===== config.mk =====
export PLATFORM = sky130hd
export DESIGN_NAME = ei_rate_generator
export DESIGN_NICKNAME = d
export VERILOG_FILES = /design/src/rtl/ei_rate_generator_pkg.sv /design/src/rtl/ei_rate_generator_prescaler.sv /design/src/rtl/ei_rate_generator.sv
export SDC_FILE = /design/constraint.sdc
export NUM_CORES = 1
export LEC_CHECK = 0
export CORE_ASPECT_RATIO = 1.75
export CORE_UTILIZATION = 30
export CTS_BUF_LIST = sky130_fd_sc_hd__clkbuf_8
export DETAILED_ROUTE_END_ITERATION = 10
export DONT_BUFFER_PORTS = 1
export HOLD_SLACK_MARGIN = 0.12
export PLACE_DENSITY_LB_ADDON = 0.12
export SETUP_SLACK_MARGIN = 0.5
export SYNTH_ARGS = -nofsm -noshare
export SYNTH_HDL_FRONTEND = slang
export SYNTH_SLANG_ARGS = --single-unit

===== constraint.sdc =====
create_clock -name m_clock -period 2.09 [get_ports m_clock]
set_clock_uncertainty 0.1 [all_clocks]
set_input_delay 0.418 -clock m_clock [delete_from_list [all_inputs] [get_ports m_clock]]
set_output_delay 0.418 -clock m_clock [all_outputs]
set_load 0.005 [all_outputs]

===== src/rtl/ei_rate_generator_pkg.sv =====
// rtl/ei_rate_generator_pkg.sv - shared types and constants for the ei rate generator
// Purpose: FSM state encoding, default widths and the free-run wrap constant.
package ei_rate_generator_pkg;

  typedef enum logic [1:0] {
    ST_IDLE = 2'd0,
    ST_ACK  = 2'd1,
    ST_RUN  = 2'd2,
    ST_DONE = 2'd3
  } state_e;

  localparam int DIV_W_DEF      = 8;
  localparam int WRAP_W_DEF     = 4;
  // A wrap count of zero means run until stopped.
  localparam int WRAPS_FREE_RUN = 0;

endpackage


===== src/rtl/ei_rate_generator_prescaler.sv =====
// rtl/ei_rate_generator_prescaler.sv - reloadable down-counter producing the ei tick
// Purpose: counts D, D-1, ..., 0 and reloads D after 0, giving a period of D+1.
// Ports:
//   m_clock, m_reset_ : clock, synchronous active-low reset
//   load_i            : force cnt to div_i (takes priority over run_i)
//   run_i             : advance the counter
//   div_i             : reload value D
//   tick_o            : high while cnt == 0
module ei_prescaler
  import ei_rate_generator_pkg::*;
#(
  parameter int DIV_W = DIV_W_DEF
) (
  input  logic             m_clock,
  input  logic             m_reset_,
  input  logic             load_i,
  input  logic             run_i,
  input  logic [DIV_W-1:0] div_i,
  output logic             tick_o
);

  logic [DIV_W-1:0] cnt_q;

  always_ff @(posedge m_clock) begin
    if (!m_reset_) begin
      cnt_q <= '0;
    end else if (load_i) begin
      cnt_q <= div_i;
    end else if (run_i) begin
      // Reload at zero, so the counter never wraps below zero.
      cnt_q <= (cnt_q == '0) ? div_i : cnt_q - DIV_W'(1);
    end
  end

  assign tick_o = (cnt_q == '0);

endmodule


===== src/rtl/ei_rate_generator.sv =====
// rtl/ei_rate_generator.sv - programmable ei pulse source with carry-based completion
// Purpose: loads divisor D and wrap count K over a dav_/rfd handshake, then pulses
//   ei every D+1 cycles until K carries (m_eu) are seen, or m_stop arrives.
// Ports:
//   m_clock, m_reset_     : clock, synchronous active-low reset
//   m_dav_                : producer data-available, active-low
//   m_divisor, m_wraps    : D and K, sampled when the transfer is accepted
//   m_stop                : abort request, honoured in RUN only
//   m_eu                  : carry-out of the downstream counter
//   rfd, ei, busy, done   : Moore outputs decoded from state (and cnt for ei)
module ei_rate_generator
  import ei_rate_generator_pkg::*;
#(
  parameter int DIV_W  = DIV_W_DEF,
  parameter int WRAP_W = WRAP_W_DEF
) (
  input  logic              m_clock,
  input  logic              m_reset_,
  input  logic              m_dav_,
  input  logic [DIV_W-1:0]  m_divisor,
  input  logic [WRAP_W-1:0] m_wraps,
  input  logic              m_stop,
  input  logic              m_eu,
  output logic              rfd,
  output logic              ei,
  output logic              busy,
  output logic              done
);

  state_e            state_q;
  logic [DIV_W-1:0]  d_q;
  logic [WRAP_W-1:0] w_q;
  logic              f_q;
  // Set once dav_ has been seen high in IDLE; a transfer needs a fresh 1->0 edge.
  logic              armed_q;

  logic             start;
  logic             tick;
  logic             carry;
  logic [DIV_W-1:0] pre_div;

  assign start   = (state_q == ST_IDLE) && armed_q && !m_dav_;
  // On the accepting edge D is not yet in d_q, so load straight from the input.
  assign pre_div = start ? m_divisor : d_q;

  ei_prescaler #(.DIV_W(DIV_W)) u_prescaler (
    .m_clock (m_clock),
    .m_reset_(m_reset_),
    .load_i  (start),
    .run_i   (state_q == ST_RUN),
    .div_i   (pre_div),
    .tick_o  (tick)
  );

  assign ei    = (state_q == ST_RUN) && tick;
  // Carries only count when this block itself issued the enable.
  assign carry = ei && m_eu && f_q;

  always_ff @(posedge m_clock) begin
    if (!m_reset_) begin
      state_q <= ST_IDLE;
      d_q     <= '0;
      w_q     <= '0;
      f_q     <= 1'b0;
      armed_q <= 1'b0;
    end else begin
      case (state_q)
        ST_IDLE: begin
          if (m_dav_) armed_q <= 1'b1;
          if (start) begin
            state_q <= ST_ACK;
            d_q     <= m_divisor;
            w_q     <= m_wraps;
            f_q     <= (m_wraps != WRAP_W'(WRAPS_FREE_RUN));
            armed_q <= 1'b0;
          end
        end
        ST_ACK: begin
          if (m_dav_) state_q <= ST_RUN;
        end
        ST_RUN: begin
          if (carry) w_q <= w_q - WRAP_W'(1);
          // Completion is decided at W==1, so W never wraps through zero.
          if (m_stop || (carry && (w_q == WRAP_W'(1)))) state_q <= ST_DONE;
        end
        ST_DONE: state_q <= ST_IDLE;
        default: state_q <= ST_IDLE;
      endcase
    end
  end

  assign rfd  = (state_q == ST_IDLE);
  assign busy = (state_q == ST_ACK) || (state_q == ST_RUN);
  assign done = (state_q == ST_DONE);

endmodule


==> impl_summary.log, run 1 <==
[metrics] placed instance count: 229
[metrics] Power Total: 2.68 mW
[metrics] area growth from synthesis to layout: 32.6%
[metrics] post-DR wirelength/cell: 17.6 um
[metrics] clock tree from TritonCTS: done
[metrics] layer carrying the most global-route usage: met2
[metrics] capture instance of the worst register-to-register path: state_q[1]
[metrics] Routed Antenna Nets: 0
[metrics] Max Buffers Root-to-Sink: 2
[metrics] Worst Setup Start Kind: flip-flop
[metrics] remaining routing DRC violations: 0
[metrics] Pre-antenna DRT Iters: 4
[metrics] number of synthesized register bits: 24
[metrics] required time worst endpoint: 1.57 ns
[metrics] measured slew at the worst slew-check pin: 0.375 ns
[metrics] CTS buffer count: 3
[metrics] launch instance of the worst register-to-register path: u_prescaler.cnt_q[0]
[metrics] stage delay of the slowest cell on the critical path: 0.33 ns
[metrics] clock latency on the worst-skew pair: 0.27 ns
[metrics] Root Buffer: clkbuf_8
[metrics] aggregate global routing overflow: 0
[metrics] Post-DP HPWL: 3.16 mm
[metrics] core area: 4710 um^2
[metrics] master of the slowest instance on the critical path: dfxtp_2
[metrics] Max-Slew Margin vs Limit: 0.747
[metrics] final non-filler cell total: 252
[metrics] number of buffers and inverters on the critical path: 1
[metrics] critical path endpoint category: output port
[metrics] instance count of the mapped netlist: 180
[metrics] CTS Hold Bufs: 0
[metrics] Hold Violations, Final: 0
[metrics] Global Route met3 Usage: 0.0322
[metrics] cell area after synthesis: 1470 um^2
[metrics] launch point of the critical path: u_prescaler.cnt_q[0]
[metrics] Period Utilization, post-route: 0.853
[metrics] Final #Nets: 228
[metrics] via count: 1,438
[metrics] synthesized net count: 206
[metrics] Critical Setup Path Class: flip-flop to output port
[metrics] CP delay by family, top: simple AND/OR/NAND/NOR gates
[metrics] 1st-iter DRT viols: 26
[metrics] first-pass GRT wire length: 7.16 mm
[metrics] Netlist cell types: 48
[metrics] leak pwr: 0.698 nW
[metrics] vias per cell: 5.71
[metrics] die footprint: 5200 um^2
[metrics] cell area after layout: 1950 um^2
[metrics] diodes inserted: 0
[metrics] Data arrival, critical path: 1.27 ns
[metrics] global placer's final weighted congestion: 0.864
[metrics] proportion of layout cells with a drive suffix above 1: 0.345
[metrics] Clk pin slew, worst setup/hold paths: 0.09 ns
[metrics] post-route minimum period: 1.78 ns
[metrics] die height: 94.7 um
[metrics] asr flop ratio synth: 0
[metrics] outcome: complete, no violations
[metrics] met2 Resource Use GR: 0.341
[metrics] number of pins with negative max-slew slack in the final report: 0
[metrics] largest fanout on the critical path: 2
[metrics] sequential element share of the synthesized area: 0.326
[metrics] worst supply voltage drop on vdd: 0.768 mV
[metrics] number of flops mapped to enable cells by yosys: 0
[metrics] cell depth of the worst flop-to-flop path: 7
[metrics] most common cell after layout, fill and taps aside: nand2_1
[metrics] number of cell rows: 33
[metrics] antenna violations before repair: 0
[metrics] unrepaired setup endpoints after global routing: true
[metrics] logic depth of the worst setup path including buffers: 5
[metrics] Syn. warnings: 0
[metrics] final wirelength: 4.45 mm
[metrics] endpoints failing setup: 0
[metrics] die width: 55.0 um
[metrics] number of top-level design ports: 21
[metrics] met1 layer usage reported by global route: 0.195
[metrics] R2R setup slack: 0.35 ns
[metrics] vias in the first global route: 1,534
[metrics] Overall Global Routing Usage: 0.194
[metrics] clock net sink count: 24
[metrics] Initial Util: 0.313
[metrics] Max Freq: 561 MHz
[metrics] Setup TNS Final: 0 ns
[metrics] pin count of the biggest net entering global routing: 17
[metrics] prevailing post-synth register cell: dfxtp_1
[metrics] end-of-flow core utilization: 0.415
[metrics] most used cells in the layout excluding fill and tap cells: nand2_1 (22), buf_4 (19), dfxtp_1 (17), a21oi_1 (15), buf_6 (7)
[metrics] Max-Cap Viols: 0
[metrics] hold crit path type: input port to flip-flop
[metrics] ordered cell list for the critical path: inv_2, ha_4, nor3b_4, nand2_4, nor2_4
[metrics] Power Dens Cells: 1370 nW/um^2
[metrics] end point of the critical path: ei
[metrics] # port buffers: 0
[metrics] maximum level of the CTS H-tree: 1
[metrics] synthesized area divided by synthesized cell count: 8.18 um^2
[metrics] total cell area at the placement stage: 1590 um^2
==> logic make-up (layout without fill, tap and decap cells) <==
logic type | Yosys count | count (layout) | share of synthesized area
AOI/OAI and AO/OA | 58 | 58 | 0.263
muxes | 4 | 4 | 0.0272
DFF | 24 | 24 | 0.326
xor gates and xnor gates | 2 | 2 | 0.0119
and+or+nand+nor | 63 | 63 | 0.239
buffers and inverters | 20 | 40 | 0.0561
adders and majority gates | 9 | 9 | 0.0765
==> timing repair <==
item	in CTS	in global routing
pin swaps	4	15
buffers inserted	14	6
setup endpoints to repair	17	17
gates resized for setup	19	33
==> area by class of cell <==
class	count	area, um^2
fill	494	2750
multi-input combinational	136	1060
sequential	24	497
timing repair buffer	27	241
tap	52	65.1
inverter	10	47.5
clock buffer	3	41.3
==> stage by stage <==
| stage | setup WS, ns | hold slack (ns) |
|---|---|---|
| 5_1_grt | 0.241 | 0.169 |
| 2_1_floorplan | 0.453 | 0.335 |
| 4_1_cts | 0.311 | 0.163 |
| 3_5_place_dp | 0.254 | 0.353 |
| 6_report | 0.307 | 0.180 |
| 3_3_place_gp | 0.262 | 0.346 |
==> state kept, by name (all words and copies together), names as in the netlist <==
signal	cells
d_q	8
u_prescaler.cnt_q	8
w_q	4
state_q	2
armed_q	1
f_q	1
==> metal layers <==
metal,vias to the layer above,wire (um)
met1,680,1640
met4,0,155
li1,704,-
met3,13,202
met2,41,2450
met5,-,0
==> worst min-delay path by stage <==
stage | start | endpoint | depth (start not counted)
floorplan | f_q | f_q | 2
global placement | d_q[0] | d_q[0] | 2
detailed placement | d_q[7] | d_q[7] | 2
CTS | m_reset_ | state_q[0] | 1
global route | m_reset_ | state_q[0] | 1
finish | m_reset_ | state_q[0] | 1
==> power by group <==
group / internal [mW] / switching, mW / total (mW)
Combinational: 0.851 / 0.861 / 1.71
Clock: 0.129 / 0.153 / 0.282
Sequential: 0.563 / 0.122 / 0.685
Total: 1.54 / 1.14 / 2.68
==> synthesized netlist by cell type (all sizes together) (2+ instances only) <==
library cell	n	share of area
o22ai	2	0.0085
nand4	2	0.0085
buf	2	0.010
xor2	2	0.012
a21oi	15	0.051
o211ai	6	0.031
ha	9	0.076
o21ai	13	0.044
o31ai	2	0.010
nor3	5	0.017
nor3b	2	0.014
a21o	2	0.010
nand2b	4	0.017
nor2	6	0.015
dfxtp	24	0.33
or4	2	0.010
nor2b	2	0.0085
inv	9	0.023
nand2	23	0.060
a41oi	2	0.017
mux2i	4	0.027
nor4bb	2	0.014
a2bb2oi	2	0.012
and2	2	0.0085
a22o	2	0.012
or3b	2	0.012
a31oi	4	0.017
nand3	6	0.020
clkbuf	8	0.020
(Power assumes the default switching activity.)
==> inputs of run 2 (changes only) <==
--- a/config.mk
+++ b/config.mk
@@ -5,6 +5,7 @@
 export SDC_FILE = /design/constraint.sdc
 export NUM_CORES = 1
 export LEC_CHECK = 0
+export ABC_AREA = 1
 export CORE_ASPECT_RATIO = 1.75
 export CORE_UTILIZATION = 30
 export CTS_BUF_LIST = sky130_fd_sc_hd__clkbuf_8
@@ -12,7 +13,7 @@
 export DONT_BUFFER_PORTS = 1
 export HOLD_SLACK_MARGIN = 0.12
 export PLACE_DENSITY_LB_ADDON = 0.12
-export SETUP_SLACK_MARGIN = 0.5
+export SETUP_SLACK_MARGIN = 0.4
 export SYNTH_ARGS = -nofsm -noshare
 export SYNTH_HDL_FRONTEND = slang
 export SYNTH_SLANG_ARGS = --single-unit
==> impl_summary.log, run 2 <==
[metrics] proportion of layout cells with a drive suffix above 1: 0.188 (-0.157)
[metrics] Initial Util: 0.312 (-0.000986)
[metrics] Setup TNS Final: 0 ns (unchanged)
[metrics] Root Buffer: clkbuf_8
[metrics] global placer's final weighted congestion: 0.743 (-14%)
[metrics] stage delay of the slowest cell on the critical path: 0.33 ns (about the same)
[metrics] aggregate global routing overflow: 0 (unchanged)
[metrics] sequential element share of the synthesized area: 0.330 (+0.00393)
[metrics] measured slew at the worst slew-check pin: 0.392 ns (+0.0174 ns)
[metrics] CTS buffer count: 3 (unchanged)
[metrics] clock net sink count: 24 (unchanged)
[metrics] Critical Setup Path Class: flip-flop to output port
[metrics] unrepaired setup endpoints after global routing: true
[metrics] most common cell after layout, fill and taps aside: nand2_1
[metrics] area growth from synthesis to layout: 16.4%
[metrics] Max Buffers Root-to-Sink: 2 (unchanged)
[metrics] antenna violations before repair: 0 (unchanged)
[metrics] Period Utilization, post-route: 0.803 (-0.0497)
[metrics] Max-Slew Margin vs Limit: 0.738 (-0.00830)
[metrics] maximum level of the CTS H-tree: 1 (unchanged)
[metrics] number of flops mapped to enable cells by yosys: 0 (unchanged)
[metrics] die height: 94.1 um (-0.59%)
[metrics] number of cell rows: 33 (unchanged)
[metrics] die width: 54.6 um (-0.57%)
[metrics] final non-filler cell total: 276 (+9.5%)
[metrics] post-DR wirelength/cell: 13.3 um (-25%)
[metrics] number of top-level design ports: 21 (unchanged)
[metrics] asr flop ratio synth: 0 (unchanged)
[metrics] # port buffers: 0 (unchanged)
[metrics] cell area after synthesis: 1460 um^2 (-1.2%)
[metrics] Power Dens Cells: 1720 nW/um^2 (+26%)
[metrics] core area: 4670 um^2 (-0.88%)
[metrics] post-route minimum period: 1.68 ns (-0.104 ns)
[metrics] endpoints failing setup: 0 (unchanged)
[metrics] most used cells in the layout excluding fill and tap cells: nand2_1 (48), nor2_1 (27), inv_1 (26), dfxtp_1 (20), a21oi_1 (17)
[metrics] Syn. warnings: 0 (unchanged)
[metrics] area share of the largest cell type after synthesis: 0.330 (+0.00393)
[metrics] instance count of the mapped netlist: 216 (+20%)
[metrics] remaining routing DRC violations: 0 (unchanged)
[metrics] CTS Hold Bufs: 0 (unchanged)
[metrics] Max-Cap Viols: 0 (unchanged)
[metrics] Overall Global Routing Usage: 0.171 (-0.0224)
[metrics] Routed Antenna Nets: 0 (unchanged)
[metrics] first-pass GRT wire length: 6.37 mm (-11%)
[metrics] cell types with the highest counts after synthesis: nand2_1 (52), inv_1 (31), nor2_1 (30)
[metrics] outcome: complete, no violations
[metrics] worst supply voltage drop on vdd: 0.730 mV (-4.9%)
[metrics] most frequent CP cell: nor2_4
[metrics] most area-consuming cells after synthesis: dfxtp_1 (33%), nand2_1 (13%), inv_1 (8.0%)
[metrics] Clk pin slew, worst setup/hold paths: 0.08 ns (about the same)
[metrics] master of the slowest instance on the critical path: dfxtp_2
[metrics] via count: 1,340 (-6.8%)
[metrics] required time worst endpoint: 1.57 ns (about the same)
[metrics] Hold Violations, Final: 0 (unchanged)
[metrics] clock latency on the worst-skew pair: 0.27 ns (about the same)
[metrics] prevailing post-synth register cell: dfxtp_1
[metrics] vias in the first global route: 1,379 (-10%)
[metrics] placed instance count: 266 (+16%)
[metrics] final wirelength: 3.68 mm (-17%)
[metrics] number of synthesized register bits: 24 (unchanged)
[metrics] Pre-antenna DRT Iters: 4 (unchanged)
[metrics] largest fanout on the critical path: 2 (unchanged)
[metrics] number of pins with negative max-slew slack in the final report: 0 (unchanged)
[metrics] die footprint: 5140 um^2 (-1.2%)
[metrics] CP delay by family, top: flip-flops
[metrics] Worst Setup Start Kind: flip-flop
[metrics] critical path endpoint category: output port
[metrics] pin count of the biggest net entering global routing: 14 (-3)
[metrics] ordered cell list for the critical path: inv_2, ha_4, nand2_4, nor2_4, inv_4, nor2_4
[metrics] 1st-iter DRT viols: 21 (-19%)
[metrics] number of buffers and inverters on the critical path: 2 (+1)
[metrics] library cell occupying the most area in the post-synthesis netlist: dfxtp_1
[metrics] biggest registers after layout: d_q (8), u_prescaler.cnt_q (8), w_q (4)
[metrics] Netlist cell types: 32 (-33%)
[metrics] clock tree from TritonCTS: done
[metrics] Data arrival, critical path: 1.16 ns (-0.11 ns)
[metrics] vias per cell: 4.86 (-15%)
[metrics] hold crit path type: input port to flip-flop
[metrics] Max Freq: 596 MHz (+6.2%)
[metrics] diodes inserted: 0 (unchanged)
[metrics] synthesized area divided by synthesized cell count: 6.74 um^2 (-18%)
[metrics] synthesized net count: 242 (+17%)
[metrics] most repeated cell in the gate-level netlist after synthesis: nand2_1
[metrics] leak pwr: 0.752 nW (+7.6%)
[metrics] Final #Nets: 252 (+11%)
[metrics] Post-DP HPWL: 2.84 mm (-10%)
[run 2: cell types whose count changed after synthesis, moves of 4 or more]
cell,delta
nand2_1,+30
inv_1,+22
a31oi_1,-4
nor2_1,+24
o211ai_1,-4
nand2b_1,-4
nor3_1,-5
mux2i_1,-4
clkbuf_1,-6
[run 2: final timing paths]
kind,from,end,slack (ns),cells after the start
worst max-delay path,u_prescaler.cnt_q[0],ei,0.41,6
worst min-delay path,m_reset_,state_q[1],0.16,2
worst max register to register,state_q[0],u_prescaler.cnt_q[4],0.52,10
worst min register to register,d_q[6],d_q[6],0.37,2
[run 2: metal layers]
| layer | up-vias | global-route usage | routed length [um] |
|---|---|---|---|
| li1 | 706 | - | - |
| met1 | 614 | 0.178 | 1400 |
| met2 | 15 | 0.318 | 2120 |
| met3 | 5 | 0.0291 | 100 |
| met4 | 0 | 0.0577 | 59 |
| met5 | - | 0 | 0 |
[run 2: what timing repair did]
action,CTS,global route
setup endpoints to repair,22,15
gates resized for setup,18,12
gates cloned,1,0
pin swaps,2,5
setup buffers,5,1
[run 2: power by group]
part	switching, mW	internal, mW	total [mW]	leakage (nW)
registers	0.130	0.604	0.734	0.198
clock network	0.152	0.129	0.281	0.0216
logic	1.14	0.762	1.90	0.533
[run 2: stage by stage]
| stage | instance area (um^2) | worst slack, ns | hold WS [ns] | utilization | total power [mW] |
|---|---|---|---|---|---|
| floorplan | 1460 | 0.464 | 0.344 | - | 1.95 |
| global placement | 1510 | 0.195 | 0.359 | 0.323 | 2.32 |
| detailed placement | 1510 | 0.167 | 0.363 | 0.323 | 2.29 |
| CTS | 1650 | 0.390 | 0.150 | 0.354 | 2.87 |
| global route | 1690 | 0.350 | 0.151 | 0.363 | 3.23 |
| finish | 1690 | 0.411 | 0.160 | 0.363 | 2.92 |
[run 2: cell families (layout without fill, tap and decap cells)]
logic type / Yosys count / in the layout / share of synthesized area
AOI/OAI and AO/OA: 42 / 42 / 0.172
xor gates and xnor gates: 3 / 3 / 0.0181
adders and majority gates: 9 / 9 / 0.0774
buffers and inverters: 37 / 44 / 0.107
and+or+nand+nor: 101 / 102 / 0.296
DFF: 24 / 24 / 0.330
[run 2: final cells by class]
cell class | instances | area, um^2
Fill cell | 529 | 2970
Multi-Input combinational cell | 156 | 907
Sequential cell | 24 | 485
Inverter | 32 | 128
Timing Repair Buffer | 9 | 67.6
Tap cell | 52 | 65.1
Clock buffer | 3 | 41.3
